File: src/rtl/load_ext_pipe_pkg.sv
// Shared load-mode encodings and width derivations for the load-data path.
// Imported by the load extraction unit and by the CPU decoder.
package load_ext_pipe_pkg;

  localparam logic [2:0] LM_LB  = 3'd0;
  localparam logic [2:0] LM_LBU = 3'd1;
  localparam logic [2:0] LM_LH  = 3'd2;
  localparam logic [2:0] LM_LHU = 3'd3;
  localparam logic [2:0] LM_LW  = 3'd4;
  localparam logic [2:0] LM_LWL = 3'd5;
  localparam logic [2:0] LM_LWR = 3'd6;
  localparam logic [2:0] LM_RSV = 3'd7;

  function automatic int nb_of(input int data_w);
    return data_w / 8;
  endfunction

  function automatic int off_w_of(input int data_w);
    return $clog2(data_w / 8);
  endfunction

endpackage

File: src/rtl/load_ext_pipe_lane_sel.sv
// Combinational lane select, sign/zero extension and LWL/LWR merge for one load.
// Misaligned half/word loads and the reserved mode flag an error and return zero.
module load_lane_sel
  import load_ext_pipe_pkg::*;
#(
  parameter int DATA_W = 32,
  parameter int OFF_W  = off_w_of(DATA_W)
) (
  input  logic [2:0]        mode,
  input  logic [OFF_W-1:0]  off,
  input  logic [DATA_W-1:0] mem,
  input  logic [DATA_W-1:0] rt,
  output logic [DATA_W-1:0] data,
  output logic              err
);

  localparam int SH_W = OFF_W + 3;

  logic [SH_W-1:0]   rsh;
  logic [SH_W-1:0]   lsh;
  logic [DATA_W-1:0] mem_dn;
  logic [DATA_W-1:0] mem_up;
  logic [DATA_W-1:0] keep_lo;
  logic [DATA_W-1:0] keep_hi;
  logic [7:0]        byte_v;
  logic [15:0]       half_v;

  // LWR shifts memory down by k bytes; LWL shifts it up by (NB-1-k) bytes, and ~k == NB-1-k
  assign rsh     = {off, 3'b000};
  assign lsh     = {~off, 3'b000};
  assign mem_dn  = mem >> rsh;
  assign mem_up  = mem << lsh;
  assign keep_lo = ~({DATA_W{1'b1}} << lsh);
  assign keep_hi = ~({DATA_W{1'b1}} >> rsh);
  assign byte_v  = mem_dn[7:0];
  assign half_v  = mem_dn[15:0];

  // Mode decode: pick lanes, extend or merge, flag misalignment
  always_comb begin
    data = {DATA_W{1'b0}};
    err  = 1'b0;
    case (mode)
      LM_LB:  data = {{(DATA_W-8){byte_v[7]}}, byte_v};
      LM_LBU: data = {{(DATA_W-8){1'b0}}, byte_v};
      LM_LH: begin
        if (off[0]) begin
          err = 1'b1;
        end else begin
          data = {{(DATA_W-16){half_v[15]}}, half_v};
        end
      end
      LM_LHU: begin
        if (off[0]) begin
          err = 1'b1;
        end else begin
          data = {{(DATA_W-16){1'b0}}, half_v};
        end
      end
      LM_LW: begin
        if (off != {OFF_W{1'b0}}) begin
          err = 1'b1;
        end else begin
          data = mem;
        end
      end
      LM_LWL: data = mem_up | (rt & keep_lo);
      LM_LWR: data = mem_dn | (rt & keep_hi);
      default: err = 1'b1;
    endcase
  end

endmodule

File: src/rtl/load_ext_pipe.sv
// Registered load extraction stage with a one-entry skid buffer so in_ready
// comes straight from a flop; also counts errored results delivered downstream.
module load_ext_pipe
  import load_ext_pipe_pkg::*;
#(
  parameter int DATA_W   = 32,
  parameter int OFF_W    = off_w_of(DATA_W),
  parameter int ERRCNT_W = 8
) (
  input  logic                clk,
  input  logic                rst,
  input  logic                in_valid,
  output logic                in_ready,
  input  logic [2:0]          in_mode,
  input  logic [OFF_W-1:0]    in_off,
  input  logic [DATA_W-1:0]   in_mem,
  input  logic [DATA_W-1:0]   in_rt,
  output logic                out_valid,
  input  logic                out_ready,
  output logic [DATA_W-1:0]   out_data,
  output logic                out_err,
  output logic [ERRCNT_W-1:0] err_count
);

  logic [DATA_W-1:0] res_data;
  logic              res_err;
  logic              acc_in;
  logic              acc_out;

  logic              skid_valid;
  logic [DATA_W-1:0] skid_data;
  logic              skid_err;

  logic              out_valid_nx;
  logic [DATA_W-1:0] out_data_nx;
  logic              out_err_nx;
  logic              skid_valid_nx;
  logic [DATA_W-1:0] skid_data_nx;
  logic              skid_err_nx;

  load_lane_sel #(
    .DATA_W (DATA_W),
    .OFF_W  (OFF_W)
  ) u_lane_sel (
    .mode (in_mode),
    .off  (in_off),
    .mem  (in_mem),
    .rt   (in_rt),
    .data (res_data),
    .err  (res_err)
  );

  assign acc_in  = in_valid & in_ready;
  assign acc_out = out_valid & out_ready;

  // Output/skid next state: the output slot refills from skid first, else from the new result
  always_comb begin
    out_valid_nx  = out_valid;
    out_data_nx   = out_data;
    out_err_nx    = out_err;
    skid_valid_nx = skid_valid;
    skid_data_nx  = skid_data;
    skid_err_nx   = skid_err;
    if (!out_valid || acc_out) begin
      if (skid_valid) begin
        out_valid_nx  = 1'b1;
        out_data_nx   = skid_data;
        out_err_nx    = skid_err;
        skid_valid_nx = 1'b0;
      end else if (acc_in) begin
        out_valid_nx = 1'b1;
        out_data_nx  = res_data;
        out_err_nx   = res_err;
      end else begin
        out_valid_nx = 1'b0;
      end
    end else if (acc_in) begin
      skid_valid_nx = 1'b1;
      skid_data_nx  = res_data;
      skid_err_nx   = res_err;
    end else begin
      skid_valid_nx = skid_valid;
    end
  end

  // Pipeline registers and saturating error counter
  always_ff @(posedge clk) begin
    if (rst) begin
      out_valid  <= 1'b0;
      out_data   <= {DATA_W{1'b0}};
      out_err    <= 1'b0;
      skid_valid <= 1'b0;
      skid_data  <= {DATA_W{1'b0}};
      skid_err   <= 1'b0;
      in_ready   <= 1'b1;
      err_count  <= {ERRCNT_W{1'b0}};
    end else begin
      out_valid  <= out_valid_nx;
      out_data   <= out_data_nx;
      out_err    <= out_err_nx;
      skid_valid <= skid_valid_nx;
      skid_data  <= skid_data_nx;
      skid_err   <= skid_err_nx;
      in_ready   <= ~skid_valid_nx;
      if (acc_out && out_err && (err_count != {ERRCNT_W{1'b1}})) begin
        err_count <= err_count + ERRCNT_W'(1);
      end else begin
        err_count <= err_count;
      end
    end
  end

endmodule

File: config.mk
export PLATFORM = sky130hd
export DESIGN_NAME = load_ext_pipe
export DESIGN_NICKNAME = d
export VERILOG_FILES = /design/src/rtl/load_ext_pipe_pkg.sv /design/src/rtl/load_ext_pipe_lane_sel.sv /design/src/rtl/load_ext_pipe.sv
export SDC_FILE = /design/constraint.sdc
export NUM_CORES = 1
export LEC_CHECK = 0
export ABC_AREA = 1
export ABC_CLOCK_PERIOD_IN_PS = 2380
export CORE_AREA = 3 3 79 136
export DETAILED_ROUTE_END_ITERATION = 10
export DIE_AREA = 0 0 82 139
export PLACE_DENSITY = 0.79
export SKIP_LAST_GASP = 1
export SYNTH_ARGS = -nofsm -noshare
export SYNTH_HDL_FRONTEND = slang
export SYNTH_SLANG_ARGS = --single-unit
File: constraint.sdc
create_clock -name clk -period 2.38 [get_ports clk]
set_clock_uncertainty 0.15 [all_clocks]
set_input_delay 0.714 -clock clk [delete_from_list [all_inputs] [get_ports clk]]
set_output_delay 0.714 -clock clk [all_outputs]
set_load 0.02 [all_outputs]
* Word-level counts from Yosys, hierarchy flattened
Index checks and enable logic that the tools add are counted.
Storage, ports and cells: logic and storage cells 57, output and inout port bits 43, input port bits 73, bits in registers 77
Cells by class: equal/unequal tests 7, multiplexer cells 15, reduce and logical (&&, ||, !) cells 11, bitwise operators 11, $add $sub $neg 1, shift operators 4
Operators by type and width (count):
- one-hot mux 32 bit (7 select lines) | 1
- two-way mux 32 bit | 4
- AND 32 bit | 2
- NOT 32 bit | 2
- OR 32 bit | 2
- << shifter 32 x 5 -> 32 bit | 1
- << shifter 32 x 5 -> 32 bit (first input constant) | 1
- >> shifter 32 x 5 -> 32 bit | 1
- >> shifter 32 x 5 -> 32 bit (first input constant) | 1
- two-way mux 16 bit | 1
- equality test 3 bit (second input constant) | 3
- adder 8 x 1 -> 8 bit (second input constant) | 1
- two-way mux 1 bit | 8
- != test 8 bit (second input constant) | 1
- equality test 3 x 2 -> 1 bit (second input constant) | 2
- AND reduction 2 bit | 2
- nonzero test 2 bit | 2
- OR reduction 4 bit | 1
- equality test 3 x 1 -> 1 bit (second input constant) | 1
- zero test 3 bit | 1
- one-hot mux 1 bit (3 select lines) | 1
- AND 1 bit | 2
- logical AND 1 bit | 2
- NOT 1 bit | 2
- other kinds (4) | 4

* Longest topological paths before layout
depth in word-level cells 8, mapped depth 11, mapped depth without buffers 11

* By module
A second synthesis with hierarchy kept.
Second synthesis, totals: cell total of the unflattened synthesis 894, area total of the unflattened synthesis 5210.0 um^2
By module, submodules not included:
- load_ext_pipe | area each 3224.3 um^2, seq. area each 1541.5 um^2, cells each 452, instances 1
- load_lane_sel | area each 1985.7 um^2, seq. area each 0.0 um^2, cells each 442, instances 1

* Worst setup path before layout
OpenSTA, ideal clock, no wires.
kind input -> register, start point input port in_mode[2], end point register out_data[24], library setup time 0.122 ns, path buffers 2, data arrival time 1.705 ns, setup slack 0.403 ns, stages 8, required time 2.108 ns, cell sequence buf_2 nand3_1 buf_2 nand2_1 o211ai_1 nand2_1 o21ai_0 a21oi_1
On the way: longest elaborated chain between the ends 4, elaborated cells between the ends (all ways) 10, those cells by class eq/ne: 6; mux: 3; reduce/logical: 1
Ends and longest elaborated chain:
- start: declaration | RTL line load_ext_pipe.sv:14 | input logic [2:0] in_mode,
- equality test 3 bit (tied with other cells) | RTL line load_ext_pipe_lane_sel.sv:42 | case (mode)
- one-hot mux 32 bit (7 select lines) (*) | RTL line load_ext_pipe_lane_sel.sv:42
- two-way mux 32 bit (*) | RTL line load_ext_pipe.sv:70 | end else if (acc_in) begin
- two-way mux 32 bit (*) | RTL line load_ext_pipe.sv:65 | if (skid_valid) begin
- end signal: assignment | RTL line load_ext_pipe.sv:90 | out_data <= {DATA_W{1'b0}};
- end signal: assignment | RTL line load_ext_pipe.sv:99 | out_data <= out_data_nx;
- end: declaration | RTL line load_ext_pipe.sv:20 | output logic [DATA_W-1:0] out_data,
Every way passes the cells marked *; elsewhere a longest branch is shown, timed or not. The select of a mux whose other input is x is not followed. A chain may end at the register's enable or synchronous reset.

* Final worst setup path
start point register err_count[2], end point output port err_count[2]
RTL lines:
- start: declaration | RTL line load_ext_pipe.sv:22 | output logic [ERRCNT_W-1:0] err_count
- start signal: assignment | RTL line load_ext_pipe.sv:96 | err_count <= {ERRCNT_W{1'b0}};
- start signal: assignment | RTL line load_ext_pipe.sv:106 | err_count <= err_count + ERRCNT_W'(1);
- start signal: assignment | RTL line load_ext_pipe.sv:108 | err_count <= err_count;
No word-level cell between the ends.

==> metrics <==
endpoints failing setup 0; Setup CP Type flop to primary output; Top FF cell, synth dfxtp_1; Post-Syn Instances 794; Clk Latency, worst-skew pair 0.33 ns; clk slew on worst S/H paths 0.06 ns; Layout Utilization 71.1%; synth unique cells 32; CP Capture Point err_count[2]; chip width 82 um; worst hold margin 0.335 ns; warning count from the yosys run 0; Leak 3.22 nW; Fmax 0.435 GHz; Worst VDD drop 0.479 mV; CP startpoint err_count[2]; dpl ws -0.472 ns; first-pass GRT wire length 28.5 mm; fin. max-slew vios 0; NumNets Final 1035; global route overflow 0; CP bufs+invs 1; Port Buffer Count 115; CP required 1.52 ns; design area 7000 um2; Root Driver clkbuf_16; final hold violations 0; total power 3.84 mW; RR Startpoint out_valid; Worst path slowest cell clkdlybuf4s50_1; Total GRT Usage 32.5%; H-tree depth 3; reg2reg path depth 7; I/O pin count 116; synthesized area 4810 um2; routed len/inst 17.4 um; Seq/Total Area, Yosys 32.1%; via count 6126; RSZ-0062 raised after global routing false; Synth-to-Final Area Change 45.6%; Slew headroom 51.2%; Worst-Margin Slew 0.731 ns; pin count of the biggest net entering global routing 53; Placement Cell Area 6590 um2; HP Class flop to flop; outcome complete, no violations; die area 11400 um2; ranking of synthesized cells by area dfxtp_1 (32%), nand2_1 (14%), o21ai_0 (13%); Worst R2R Setup Slack 0.56 ns; Net Count, Synth 868; Max Buffers Root-to-Sink 2; FP Rows 48; vias per cell 5.62; Synth Area per Inst 6.06 um2; routability cong. 1.03; Crit Reg-Reg Endpoint out_data[29]; Tmin final 2.30 ns; Max Cap Viol 0; Max stage delay on crit path 0.65 ns; Starting DRT DRC Count 539; cell count along the critical path 1; WL final 18.9 mm; antenna cells 0; CORE AREA 9850 um2; flop and latch count out of synthesis 77; Hold-fix buffers, CTS 0; asr flop ratio synth 0%; crit-path cells clkdlybuf4s50_1; hpwl dp 14.7 mm; CP Max Fanout 6; power density cells 549 nW/um2; DRT Pass-1 Iters 7; worst setup margin 0.0826 ns; initial antenna violation count 0; Initial Utilization 48.8%; crit start category flop; layout cell share with drive strength beyond 1 13.5%; crit end category primary output; CP delay by family, top buffers and inverters; Final Cycle Share 96.5%; vias in the first global route 5775; post-synth top area share 32.1%; Die H 139 um; CTS sink cnt 77; largest area contributor in the netlist dfxtp_1; Residual DRC 0; final antenna-violating net count 0; CTS Buf Count 9; Post-synth EDFFs 0; CP arrival 1.43 ns; CTS tree yes
## cell usage after synthesis, drive strengths merged (2+ instances only)
cell    count
dfxtp      77
nor3        3
a22oi       3
clkbuf     28
o21a        2
inv        69
or2         7
a21oi      85
nor2      118
nand3      33
o21ai     135
nand4       5
o211ai     18
a31oi       7
nand2     175
o22ai       3
buf        22
## report_power, final
group	internal, mW	leakage [nW]	switching (mW)
sequential	1.36	0.630	0.0454
combinational	0.443	2.44	0.534
clock	0.949	0.154	0.505
total	2.76	3.22	1.08
## registers in the layout, summed over array words and instances, names as in the netlist
| signal | count |
|---|---|
| out_data | 32 |
| skid_data | 32 |
| err_count | 8 |
| in_ready | 1 |
| out_err | 1 |
| out_valid | 1 |
| skid_err | 1 |
| skid_valid | 1 |
## cell usage in the layout, fill, tap and decap left out, drive strengths merged
master,count
o211ai,18
nand2,175
dfxtp,77
nor3,3
nand3b,1
buf,90
o2111ai,1
dlymetal6s2s,3
nand4,5
o21a,2
clkinvlp,2
a22oi,3
clkinv,2
a21oi,85
ha,1
a31oi,7
clkbuf,14
o21ai,135
nor2,118
inv,68
or2,7
clkdlybuf4s50,110
nand3,33
dlygate4sd2,1
bufinv,2
o22ai,3
## worst register-to-register path, cell delays in order (launching register included)
cell and delay [ns]:
dfxtp_1 0.35, inv_1 0.06, nor2_1 0.11, inv_1 0.10, nand2_1 0.25, clkinvlp_4 0.35
o21ai_0 0.27, a21oi_1 0.06
## through the flow
stage	setup TNS [ns]	instances
after global routing	0	1091
final	0	1091
after global placement	-20.53	1070
after CTS	0	1086
after detailed placement	-22.21	1070
after floorplan	0	794
## cell families after synthesis
logic type / after synthesis / share of synthesized area (%)
AO/OA/AOI/OAI: 254 / 28.3
buffers and inverters: 120 / 10.7
adder cells (fa/ha/maj): 1 / 0.260
AND/OR/NAND/NOR: 342 / 28.7
flip-flops: 77 / 32.1
## routing by layer
metal	vias to the layer above	share of wire, %	GRT usage [%]	routed length [um]
met5	-	0	0	0
li1	2954	-	-	-
met2	272	54	60.3	10200
met4	0	4.9	15.7	930
met3	57	5.2	4.36	985
met1	2843	36	34.3	6770
## how the worst min path moves through the flow
stage | startpoint | end | slack, ns | depth (start not counted)
floorplan | skid_data[7] | skid_data[7] | 0.32 | 2
detailed placement | err_count[4] | err_count[4] | 0.33 | 2
CTS | err_count[4] | err_count[4] | 0.33 | 2
finish | err_count[4] | err_count[4] | 0.33 | 2
global placement | err_count[4] | err_count[4] | 0.32 | 2
global route | err_count[4] | err_count[4] | 0.36 | 2
## cell type report
| cell class | count | area, um2 |
|---|---|---|
| Fill cell | 859 | 2850 |
| Multi-Input combinational cell | 597 | 2780 |
| Timing Repair Buffer | 205 | 1930 |
| Sequential cell | 77 | 1540 |
| Inverter | 70 | 267 |
| Clock buffer | 13 | 250 |
| Tap cell | 125 | 156 |
| Clock inverter | 3 | 68.8 |
| Timing Repair inverter | 1 | 7.51 |
## timing repair
item	CTS	global route
hold endpoints to repair	0	0
gates resized for setup	7	18
buffers inserted	0	4
setup endpoints to repair	35	54
gates cloned	0	1
pin swaps	0	5
Note: power is estimated with default switching activity, not from simulation.
